`config.mk`:
```
export PLATFORM = sky130hd
export DESIGN_NAME = rename_dispatch_ss
export DESIGN_NICKNAME = d
export VERILOG_FILES = /design/src/rtl/rename_dispatch_ss.sv
export SDC_FILE = /design/constraint.sdc
export NUM_CORES = 1
export LEC_CHECK = 0
export ABC_AREA = 1
export ABC_CLOCK_PERIOD_IN_PS = 3050
export BUFFER_PORTS_ARGS = -buffer_cell sky130_fd_sc_hd__buf_2
export CAP_MARGIN = 15
export CORE_AREA = 2 2 226 228
export DETAILED_ROUTE_END_ITERATION = 12
export DIE_AREA = 0 0 228 230
export PLACE_DENSITY = 0.4
export SLEW_MARGIN = 20
export SYNTH_ARGS = -nofsm -noshare
export SYNTH_HDL_FRONTEND = slang
export SYNTH_SLANG_ARGS = --single-unit
```
`constraint.sdc`:
```
create_clock -name clk -period 3.05 [get_ports clk]
set_clock_uncertainty 0.1 [all_clocks]
set_input_delay 0.61 -clock clk [delete_from_list [all_inputs] [get_ports clk]]
set_output_delay 0.61 -clock clk [all_outputs]
set_load 0.02 [all_outputs]
```
`src/rtl/rename_dispatch_ss.sv`:
```
// rename_dispatch_ss
//   Rename/dispatch stage between the instruction queue and the ROB / RS.
//   Each cycle it accepts an in-order prefix of up to SS lanes. The prefix is
//   limited by ROB, RS and free-list capacity. The stage resolves intra-bundle
//   RAW hazards (forwarding) and WAW hazards (youngest writer updates the RAT).
//   It allocates physical destinations (x0 takes none) and ROB IDs, and
//   registers the renamed bundle into a valid/ready output stage.
//
// Ports
//   clk, rst (sync, active low), flush
//   iq_*      : per-lane instructions from the queue (lane 0 oldest)
//   iq_pop_cnt: lanes consumed this cycle
//   fl_*      : free-list count / heads in, pop count out
//   rat_*     : RAT read ports (same-cycle data) and per-lane write ports
//   rob_free, rs_free, rob_tail, rob_alloc_cnt : back-end capacity / allocation
//   out_*     : registered renamed bundle, held while out_ready is low
module rename_dispatch_ss #(
  parameter int SS         = 2,
  parameter int PR_ENTRIES = 64,
  parameter int ROB_DEPTH  = 8,
  parameter int PAYLOAD_W  = 96,
  localparam int PRW = $clog2(PR_ENTRIES),
  localparam int RBW = $clog2(ROB_DEPTH),
  localparam int CW  = $clog2(SS+1),
  localparam int FCW = $clog2(PR_ENTRIES+1)
) (
  input  logic                    clk,
  input  logic                    rst,
  input  logic                    flush,
  input  logic [SS-1:0]           iq_valid,
  input  logic [SS*5-1:0]         iq_rs1_a,
  input  logic [SS*5-1:0]         iq_rs2_a,
  input  logic [SS*5-1:0]         iq_rd_a,
  input  logic [SS-1:0]           iq_use_rs1,
  input  logic [SS-1:0]           iq_use_rs2,
  input  logic [SS*PAYLOAD_W-1:0] iq_payload,
  output logic [CW-1:0]           iq_pop_cnt,
  input  logic [FCW-1:0]          fl_count,
  input  logic [SS*PRW-1:0]       fl_preg,
  output logic [CW-1:0]           fl_pop_cnt,
  output logic [SS*5-1:0]         rat_rs1_a,
  output logic [SS*5-1:0]         rat_rs2_a,
  input  logic [SS*PRW-1:0]       rat_rs1_p,
  input  logic [SS*PRW-1:0]       rat_rs2_p,
  output logic [SS-1:0]           rat_we,
  output logic [SS*5-1:0]         rat_wa,
  output logic [SS*PRW-1:0]       rat_wd,
  input  logic [CW-1:0]           rob_free,
  input  logic [CW-1:0]           rs_free,
  input  logic [RBW-1:0]          rob_tail,
  output logic [CW-1:0]           rob_alloc_cnt,
  output logic [SS-1:0]           out_valid,
  input  logic                    out_ready,
  output logic [SS*PRW-1:0]       out_rs1_p,
  output logic [SS*PRW-1:0]       out_rs2_p,
  output logic [SS*PRW-1:0]       out_rd_p,
  output logic [SS*5-1:0]         out_rd_a,
  output logic [SS*RBW-1:0]       out_rob_id,
  output logic [SS*PAYLOAD_W-1:0] out_payload
);

  logic [SS-1:0]           r_out_valid;
  logic [SS*PRW-1:0]       r_rs1_p, r_rs2_p, r_rd_p;
  logic [SS*5-1:0]         r_rd_a;
  logic [SS*RBW-1:0]       r_rob_id;
  logic [SS*PAYLOAD_W-1:0] r_payload;

  logic           w_can_load;
  logic [CW-1:0]  w_n;
  logic [CW-1:0]  w_fl_pop;
  logic [SS-1:0]  w_acc;
  logic [SS-1:0]  w_has_rd;
  logic [SS-1:0]  w_we;
  logic [PRW-1:0] w_dst_p  [SS];
  logic [PRW-1:0] w_src1_p [SS];
  logic [PRW-1:0] w_src2_p [SS];

  assign w_can_load = !(|r_out_valid) || out_ready;

  // Accept count: grow the prefix while every limit still holds. All limits
  // are monotone in k, so the first failure ends the prefix.
  always_comb begin : accept
    int  dcnt;
    logic ok;
    w_n  = '0;
    dcnt = 0;
    ok   = 1'b1;
    for (int k = 1; k <= SS; k++) begin
      if (iq_rd_a[(k-1)*5 +: 5] != 5'd0) dcnt++;
      ok = ok && iq_valid[k-1] && (k <= int'(rob_free)) &&
           (k <= int'(rs_free)) && (dcnt <= int'(fl_count));
      if (ok) w_n = CW'(k);
    end
    if (!rst || flush || !w_can_load) w_n = '0;
  end

  always_comb begin : lane_flags
    for (int i = 0; i < SS; i++) begin
      w_has_rd[i] = (iq_rd_a[i*5 +: 5] != 5'd0);
      w_acc[i]    = (i < int'(w_n));
    end
  end

  // Destinations come from the free-list heads in compacted order:
  // x0 writers are skipped and do not consume an entry.
  always_comb begin : dest_alloc
    int m;
    m = 0;
    for (int i = 0; i < SS; i++) begin
      w_dst_p[i] = '0;
      if (w_acc[i] && w_has_rd[i]) begin
        w_dst_p[i] = fl_preg[m*PRW +: PRW];
        m++;
      end
    end
    w_fl_pop = CW'(m);
  end

  // Source rename: start from the RAT and let older accepted writers
  // override it. Ascending scan, so the youngest older writer wins.
  always_comb begin : src_rename
    for (int j = 0; j < SS; j++) begin
      w_src1_p[j] = '0;
      w_src2_p[j] = '0;
      if (iq_use_rs1[j] && iq_rs1_a[j*5 +: 5] != 5'd0) begin
        w_src1_p[j] = rat_rs1_p[j*PRW +: PRW];
        for (int i = 0; i < j; i++)
          if (w_acc[i] && iq_rd_a[i*5 +: 5] == iq_rs1_a[j*5 +: 5])
            w_src1_p[j] = w_dst_p[i];
      end
      if (iq_use_rs2[j] && iq_rs2_a[j*5 +: 5] != 5'd0) begin
        w_src2_p[j] = rat_rs2_p[j*PRW +: PRW];
        for (int i = 0; i < j; i++)
          if (w_acc[i] && iq_rd_a[i*5 +: 5] == iq_rs2_a[j*5 +: 5])
            w_src2_p[j] = w_dst_p[i];
      end
    end
  end

  // WAW: a lane writes the RAT only if no younger accepted lane hits the
  // same arch register.
  always_comb begin : waw
    for (int i = 0; i < SS; i++) begin
      w_we[i] = w_acc[i] && w_has_rd[i];
      for (int k = i + 1; k < SS; k++)
        if (w_acc[k] && iq_rd_a[k*5 +: 5] == iq_rd_a[i*5 +: 5])
          w_we[i] = 1'b0;
    end
  end

  for (genvar g = 0; g < SS; g++) begin : g_pack
    assign rat_wd[g*PRW +: PRW] = w_dst_p[g];
  end

  assign iq_pop_cnt    = w_n;
  assign rob_alloc_cnt = w_n;
  assign fl_pop_cnt    = w_fl_pop;
  assign rat_we        = w_we;
  assign rat_wa        = iq_rd_a;
  assign rat_rs1_a     = iq_rs1_a;
  assign rat_rs2_a     = iq_rs2_a;

  // Output stage. A non-zero w_n already implies rst, !flush and can_load.
  always_ff @(posedge clk) begin
    if (!rst) begin
      r_out_valid <= '0;
      r_rs1_p     <= '0;
      r_rs2_p     <= '0;
      r_rd_p      <= '0;
      r_rd_a      <= '0;
      r_rob_id    <= '0;
      r_payload   <= '0;
    end else if (flush) begin
      r_out_valid <= '0;
    end else if (w_n != '0) begin
      for (int i = 0; i < SS; i++) begin
        r_out_valid[i]             <= w_acc[i];
        r_rs1_p[i*PRW +: PRW]      <= w_src1_p[i];
        r_rs2_p[i*PRW +: PRW]      <= w_src2_p[i];
        r_rd_p[i*PRW +: PRW]       <= w_dst_p[i];
        r_rob_id[i*RBW +: RBW]     <= rob_tail + RBW'(i);
      end
      r_rd_a    <= iq_rd_a;
      r_payload <= iq_payload;
    end else if (out_ready) begin
      r_out_valid <= '0;
    end
  end

  assign out_valid   = r_out_valid;
  assign out_rs1_p   = r_rs1_p;
  assign out_rs2_p   = r_rs2_p;
  assign out_rd_p    = r_rd_p;
  assign out_rd_a    = r_rd_a;
  assign out_rob_id  = r_rob_id;
  assign out_payload = r_payload;

endmodule

```
# ---- After elaboration in Yosys (flattened, before gate mapping)
# Index checks and enable logic that the tools add are counted.
dict set report word_totals {
  inputBits 282
  reg_bits 246
  output_inout_bits 296
}
dict set report classes {
  reduce_logical 33
  n_mul 1
  mux 18
  n_addsub 3
  shift 1
  n_lt_le_gt_ge 8
  eq_ne 3
  n_bitwise 2
}
# op n
set ops {}
lappend ops {{6-bit 2-to-1 mux} 8}
lappend ops {{32-bit by 8-bit <= comparator with 1-bit output} 1}
lappend ops {{32-bit by 3-bit multiplier with 31-bit output, second input constant} 1}
lappend ops {{12-bit by 32-bit indexed part select with 6-bit output} 1}
lappend ops {{5-bit nonzero test} 6}
lappend ops {{1-bit logical AND} 16}
lappend ops {{5-bit == test} 3}
lappend ops {{2-bit 2-to-1 mux} 6}
lappend ops {{1-bit by 7-bit <= comparator with 1-bit output} 1}
lappend ops {{1-bit by 1-bit adder with 2-bit output, second input constant} 2}
lappend ops {{1-bit by 2-bit <= comparator with 1-bit output, first input constant} 2}
lappend ops {{2-bit <= comparator, first input constant} 2}
lappend ops {{1-bit by 2-bit less-than comparator with 1-bit output, first input constant} 2}
lappend ops {{1-bit 2-to-1 mux} 4}
lappend ops {{2-bit nonzero test} 2}
lappend ops {{2-bit OR reduction} 2}
lappend ops {{3-bit by 1-bit adder with 3-bit output, second input constant} 1}
lappend ops {{1-bit logical NOT} 3}
lappend ops {{1-bit logical OR} 3}
lappend ops {{1-bit inverter} 2}
lappend ops {{2-bit AND reduction} 1}

# ---- Logic depth before layout (Yosys ltp)
dict set report logic_depth {
  depth_word 16
  mapped_depth 16
}

# ---- Worst setup path after synthesis
# OpenSTA, ideal clock, no wires.
dict set report synth_timing {
  path_kind {input to output}
  from {input iq_rd_a[2]}
  to {output rob_alloc_cnt[0]}
  path_stages 13
  setup_slack_ns -0.374
  path_buffers 4
  arrival_ns 2.714
  required_ns 2.340
  cell_sequence {inv_1 -> nand4_1 -> clkbuf_1 -> inv_1 -> ha_1 -> nand3b_1 -> nor2_1 -> nor2_2 -> inv_1 -> buf_4 -> buf_2 -> nor2_1 -> buf_4}
}
dict set report synth_via {
  elab_chain_cells 10
}
# element line
set synth_rtl {}
lappend synth_rtl {{start, declared} 33} ;# input logic [SS*5-1:0] iq_rd_a,
lappend synth_rtl {{5-bit nonzero test (*)} 89} ;# if (iq_rd_a[(k-1)*5 +: 5] != 5'd0) dcnt++;
lappend synth_rtl {{1-bit 2-to-1 mux (*)} 89}
lappend synth_rtl {{parallel branches: the longest is 6 deep, another holds 32-bit by 8-bit <= comparator with 1-bit output} n/a}
lappend synth_rtl {{2-bit 2-to-1 mux (*)} 92} ;# if (ok) w_n = CW'(k);
lappend synth_rtl {{2-bit 2-to-1 mux (*)} 94} ;# if (!rst || flush || !w_can_load) w_n = '0;
lappend synth_rtl {{end, declared} 51} ;# output logic [CW-1:0] rob_alloc_cnt,
# Mark *: on every way between the ends.

# ---- Final worst setup path
dict set report layout_timing {
  from {input iq_rd_a[8]}
  to {output fl_pop_cnt[0]}
}
dict set report layout_via {
  elab_chain_cells 11
}
# element line
set layout_rtl {}
lappend layout_rtl {{5-bit nonzero test (*)} {89, 99}}
lappend layout_rtl {{2-bit 2-to-1 mux} 89}
lappend layout_rtl {{32-bit by 8-bit <= comparator with 1-bit output} 91} ;# (k <= int'(rs_free)) && (dcnt <= int'(fl_count));
lappend layout_rtl {{1-bit logical AND} 91}
lappend layout_rtl {{2-bit 2-to-1 mux} 92}
lappend layout_rtl {{2-bit 2-to-1 mux} 94}
lappend layout_rtl {{1-bit by 2-bit less-than comparator with 1-bit output} 100} ;# w_acc[i] = (i < int'(w_n));
lappend layout_rtl {{1-bit logical AND} 111} ;# if (w_acc[i] && w_has_rd[i]) begin
lappend layout_rtl {{1-bit 2-to-1 mux} 111}
lappend layout_rtl {{1-bit by 1-bit adder with 2-bit output} 113} ;# m++;
lappend layout_rtl {{2-bit 2-to-1 mux (*)} 111}
lappend layout_rtl {{end, declared} 40} ;# output logic [CW-1:0] fl_pop_cnt,
# Mark *: on every way between the ends. The rest lies on a longest branch, timed or not.

==> results.txt <==
* Number of filler instances in the final layout: 5,519
- In this run the tightest slew margin relative to its limit is 0.210.
* Synthesized area per cell: between 7 and 8 µm²
- The later pin in the worst-skew pair is clocked with a latency of 0.55 ns.
- Setup WS pre-CTS: -0.452 ns
- In this run the most critical hold path is launched from iq_payload[139].
* Post-layout utilization of the core: 0.292
- Setup repair after global routing missed its margin: true
- The final layout contains around 2,100 nets.
- Via count: about 10,000
- CP delay by family, top: simple AND/OR/NAND/NOR gates
- Remaining antenna violation count: 0
* Class of the tightest hold or removal check: input port to register
- No sink is reached through more buffers than the 3 on the longest clock path.
* Final worst path period share: 1.08
* Drt pass-1 iters: 4
- For this run, design rule violations remaining after detail routing come to 0.
- CTS placed an instance of sky130_fd_sc_hd__clkbuf_16 at the clock tree root.
* Setup CP Type: input port to output pin
* Maximum number of pins on one net before global-route repair: around 210
- In this run the number of H-tree levels came out at 1.
* Initial core utilization: 0.192
- Width of the die: 228 µm
- STA classifies the critical path startpoint as an input port.
* Clock buffers created by TritonCTS: 30
- Failing checks: negative setup slack
- Clock-pin slew was measured on the worst setup and hold paths at ~0.06 ns.
- In this run the cell area measured after placement is around 13,000 µm².
- The path with the worst hold slack has its endpoint at out_payload[139]$_SDFFE_PN0P_.
- Summing internal, switching and leakage power gives 7930 µW.
* FP Rows: 82
- In this run the power density over the cells is 544 nW/µm².
- Maximum fanout encountered on the critical timing path: 6
* Count of state elements after synthesis: around 250
* Required time reported for the critical path endpoint: about 2.3 ns
* Peak clock frequency supported by timing: roughly 300 MHz
- The top cell types in the final layout, fill and taps aside, are sky130_fd_sc_hd__buf_2, sky130_fd_sc_hd__nor2_1, sky130_fd_sc_hd__dfxtp_1.
- The number of pins with negative max-slew slack in the final report was 0.
- The startpoint identified for the worst register-to-register timing path is out_valid[0]$_SDFFE_PP0P_.
- Routability-driven placement finished with a final weighted congestion of between 0.8 and 0.9.
* Area Overhead vs Synth: 52.4%
- The netlist uses 27 different library cells.
- Number of port buffers: between 500 and 600
- Synthesized netlist cell count: 1,290
* Sequential element share of the synthesized area: 0.515
* Global-route wire length before repair: 60.4 mm
- Vias per inst: roughly 4
- After global routing the overflow that remains totals 0.
- After floorplanning, the core was sized to cover around 50,000 µm².
* Arr. time, crit path: around 2.6 ns
* Max-Cap Viols: 0
- Final Setup Violations: 15
- Dividing the detail-routed wire length by the instance count gives 15.5 µm.
- The worst setup path is captured at an output pin.
* Reg-to-Reg End: out_payload[140]$_SDFFE_PN0P_
* VDD IR max: 0.419 mV
- For flop-to-flop paths, the worst setup slack is 0.77 ns.
* Slowest cell on the critical path: sky130_fd_sc_hd__ha_1
- In this run, the number of DRC markers left after iteration 0 of detailed routing was roughly 390.
- During synthesis, Yosys emitted a total of 0 warnings.
- Cell mode on critical path: sky130_fd_sc_hd__nand2_1
- Leakage: around 0.0076 µW
* Die H: between 200 and 250 µm
* Fraction of final layout cells sized beyond drive strength 1: 0.394
- Final WL: approximately 39 mm
* HPWL after detailed placement: 28.5 mm
* Worst Slack Setup Final: -0.242 ns
- Sinks on Clock Net: roughly 250
- Result of the run: finished, violations left
- Antenna violations before repair: 1
- The worst path in the final design needs a cycle of about 3.3 ns, including I/O delays and setup.
- Global-route usage over all layers: 0.143
- Total nets after synthesis: between 1,500 and 2,000
* Final Cell Area: approximately 15,000 µm²
* Full die area: about 52,000 µm²
- Number of cells traversed by the worst hold path: 3
* Hold-fix buffers, CTS: 0
- TritonCTS built the clock tree.
- 0 antenna diodes ended up in the layout.
- The number of global-route vias before repair was 10,300.
- WP buf/inv: 4
- On the worst path, the slowest cell contributes a delay of roughly 0.27 ns.
* Critical path cell sequence: buf_6 -> nor3_4 -> and2_4 -> inv_2 -> nand2_2 -> nand2_1 -> ha_1 -> nand2_1 -> nand2_1 -> nor3_2 -> nor2_2 -> nand2_2 -> nor2_4 -> buf_12 -> ha_4 -> buf_6
- Cell area after synthesis: 9560 µm²
* Worst Reg-to-Reg Cells: 9
* Least-Margin Pin Slew: ~1.2 ns
- Final hold violation count: 0
- Number of top-level pins: just under 600
- Leaving out fill and tap cells, the most frequent cell in the layout is sky130_fd_sc_hd__buf_2.
## worst max path at each step
stage / startpoint / to / cells past startpoint
6_report: iq_rd_a[8] / fl_pop_cnt[0] / 16
3_3_place_gp: iq_rd_a[6] / fl_pop_cnt[0] / 16
5_1_grt: iq_rd_a[0] / fl_pop_cnt[0] / 16
2_1_floorplan: iq_rd_a[0] / fl_pop_cnt[0] / 13
3_5_place_dp: iq_rd_a[6] / fl_pop_cnt[0] / 16
4_1_cts: iq_rd_a[1] / fl_pop_cnt[0] / 13
## metal layers
metal | vias to the layer above | share of wire | track usage
met2 | 341 | 0.48 | 0.248
met4 | 2 | 0.030 | 0.0429
met1 | 4645 | 0.41 | 0.169
li1 | 5213 | - | -
met5 | - | 0.00033 | 0
met3 | 64 | 0.075 | 0.0448
## stage by stage
| step | setup TNS, ns | hold WS [ns] | instances |
|---|---|---|---|
| floorplan | -0.976 | 0.440 | 1290 |
| global placement | -15.90 | 0.349 | 2479 |
| detailed placement | -23.25 | 0.352 | 2479 |
| CTS | -2.20 | 0.117 | 2548 |
| global route | -5.33 | 0.137 | 2549 |
| finish | -2.33 | 0.165 | 2549 |
## Yosys cell counts (all sizes together)
library cell	instances	area [µm²]
nand4	16	100
nand2	126	475
xnor2	2	17.5
a31oi	1	6.26
buf	70	458
nand3b	1	7.51
and2	1	6.26
a21oi	47	243
xor2	2	17.5
clkbuf	44	165
nor2	434	1650
o21ai	211	1060
nor3	3	15.0
or2	2	12.5
nor4	2	12.5
dfxtp	246	4920
inv	52	195
and3	4	25.0
nand3	21	110
ha	5	62.6
## flip-flops by register name, indices dropped and copies added (netlist names)
register / count
out_valid: 2
out_rd_a: 10
out_rob_id: 6
out_payload: 192
out_rd_p: 12
out_rs2_p: 12
out_rs1_p: 12
## power breakdown
part | switching, µW | internal (µW)
logic | 585 | 358
clock network | 1450 | 2150
registers | 52.3 | 3330
## tightest hold or removal path: cells and delay by family
family,cells,cell delay [ns]
buf+inv,1,0.08
simple gates,2,0.11
## cells by family (layout without fill, tap and decap cells)
| kind of cell | count (synthesis) | in the layout | share of synthesized area |
|---|---|---|---|
| XOR/XNOR | 4 | 4 | 0.00367 |
| flip-flops | 246 | 246 | 0.515 |
| adder cells (fa/ha/maj) | 5 | 5 | 0.00654 |
| AND/OR/NAND/NOR | 610 | 610 | 0.252 |
| AO/OA/AOI/OAI | 259 | 259 | 0.137 |
| buffers and inverters | 166 | 753 | 0.0856 |
## final cells by class
type	count	area (µm²)	share of cell area
flip-flops and latches	246	4920	0.338
multi-input cells	878	3970	0.273
repair buffers	646	3630	0.249
clock buffers	45	878	0.0603
well taps	672	841	0.0577
inverters	52	211	0.0145
clock inverters	10	114	0.00782
## what timing repair did
| item | 4_1_cts | 5_1_grt |
|---|---|---|
| endpoints found under the setup margin | 20 | 20 |
| setup buffers | 15 | 2 |
| gates cloned | 1 | 0 |
| resized for setup | 62 | 7 |
| pin swaps | 25 | 17 |
Power figures use the tool's default switching activity.
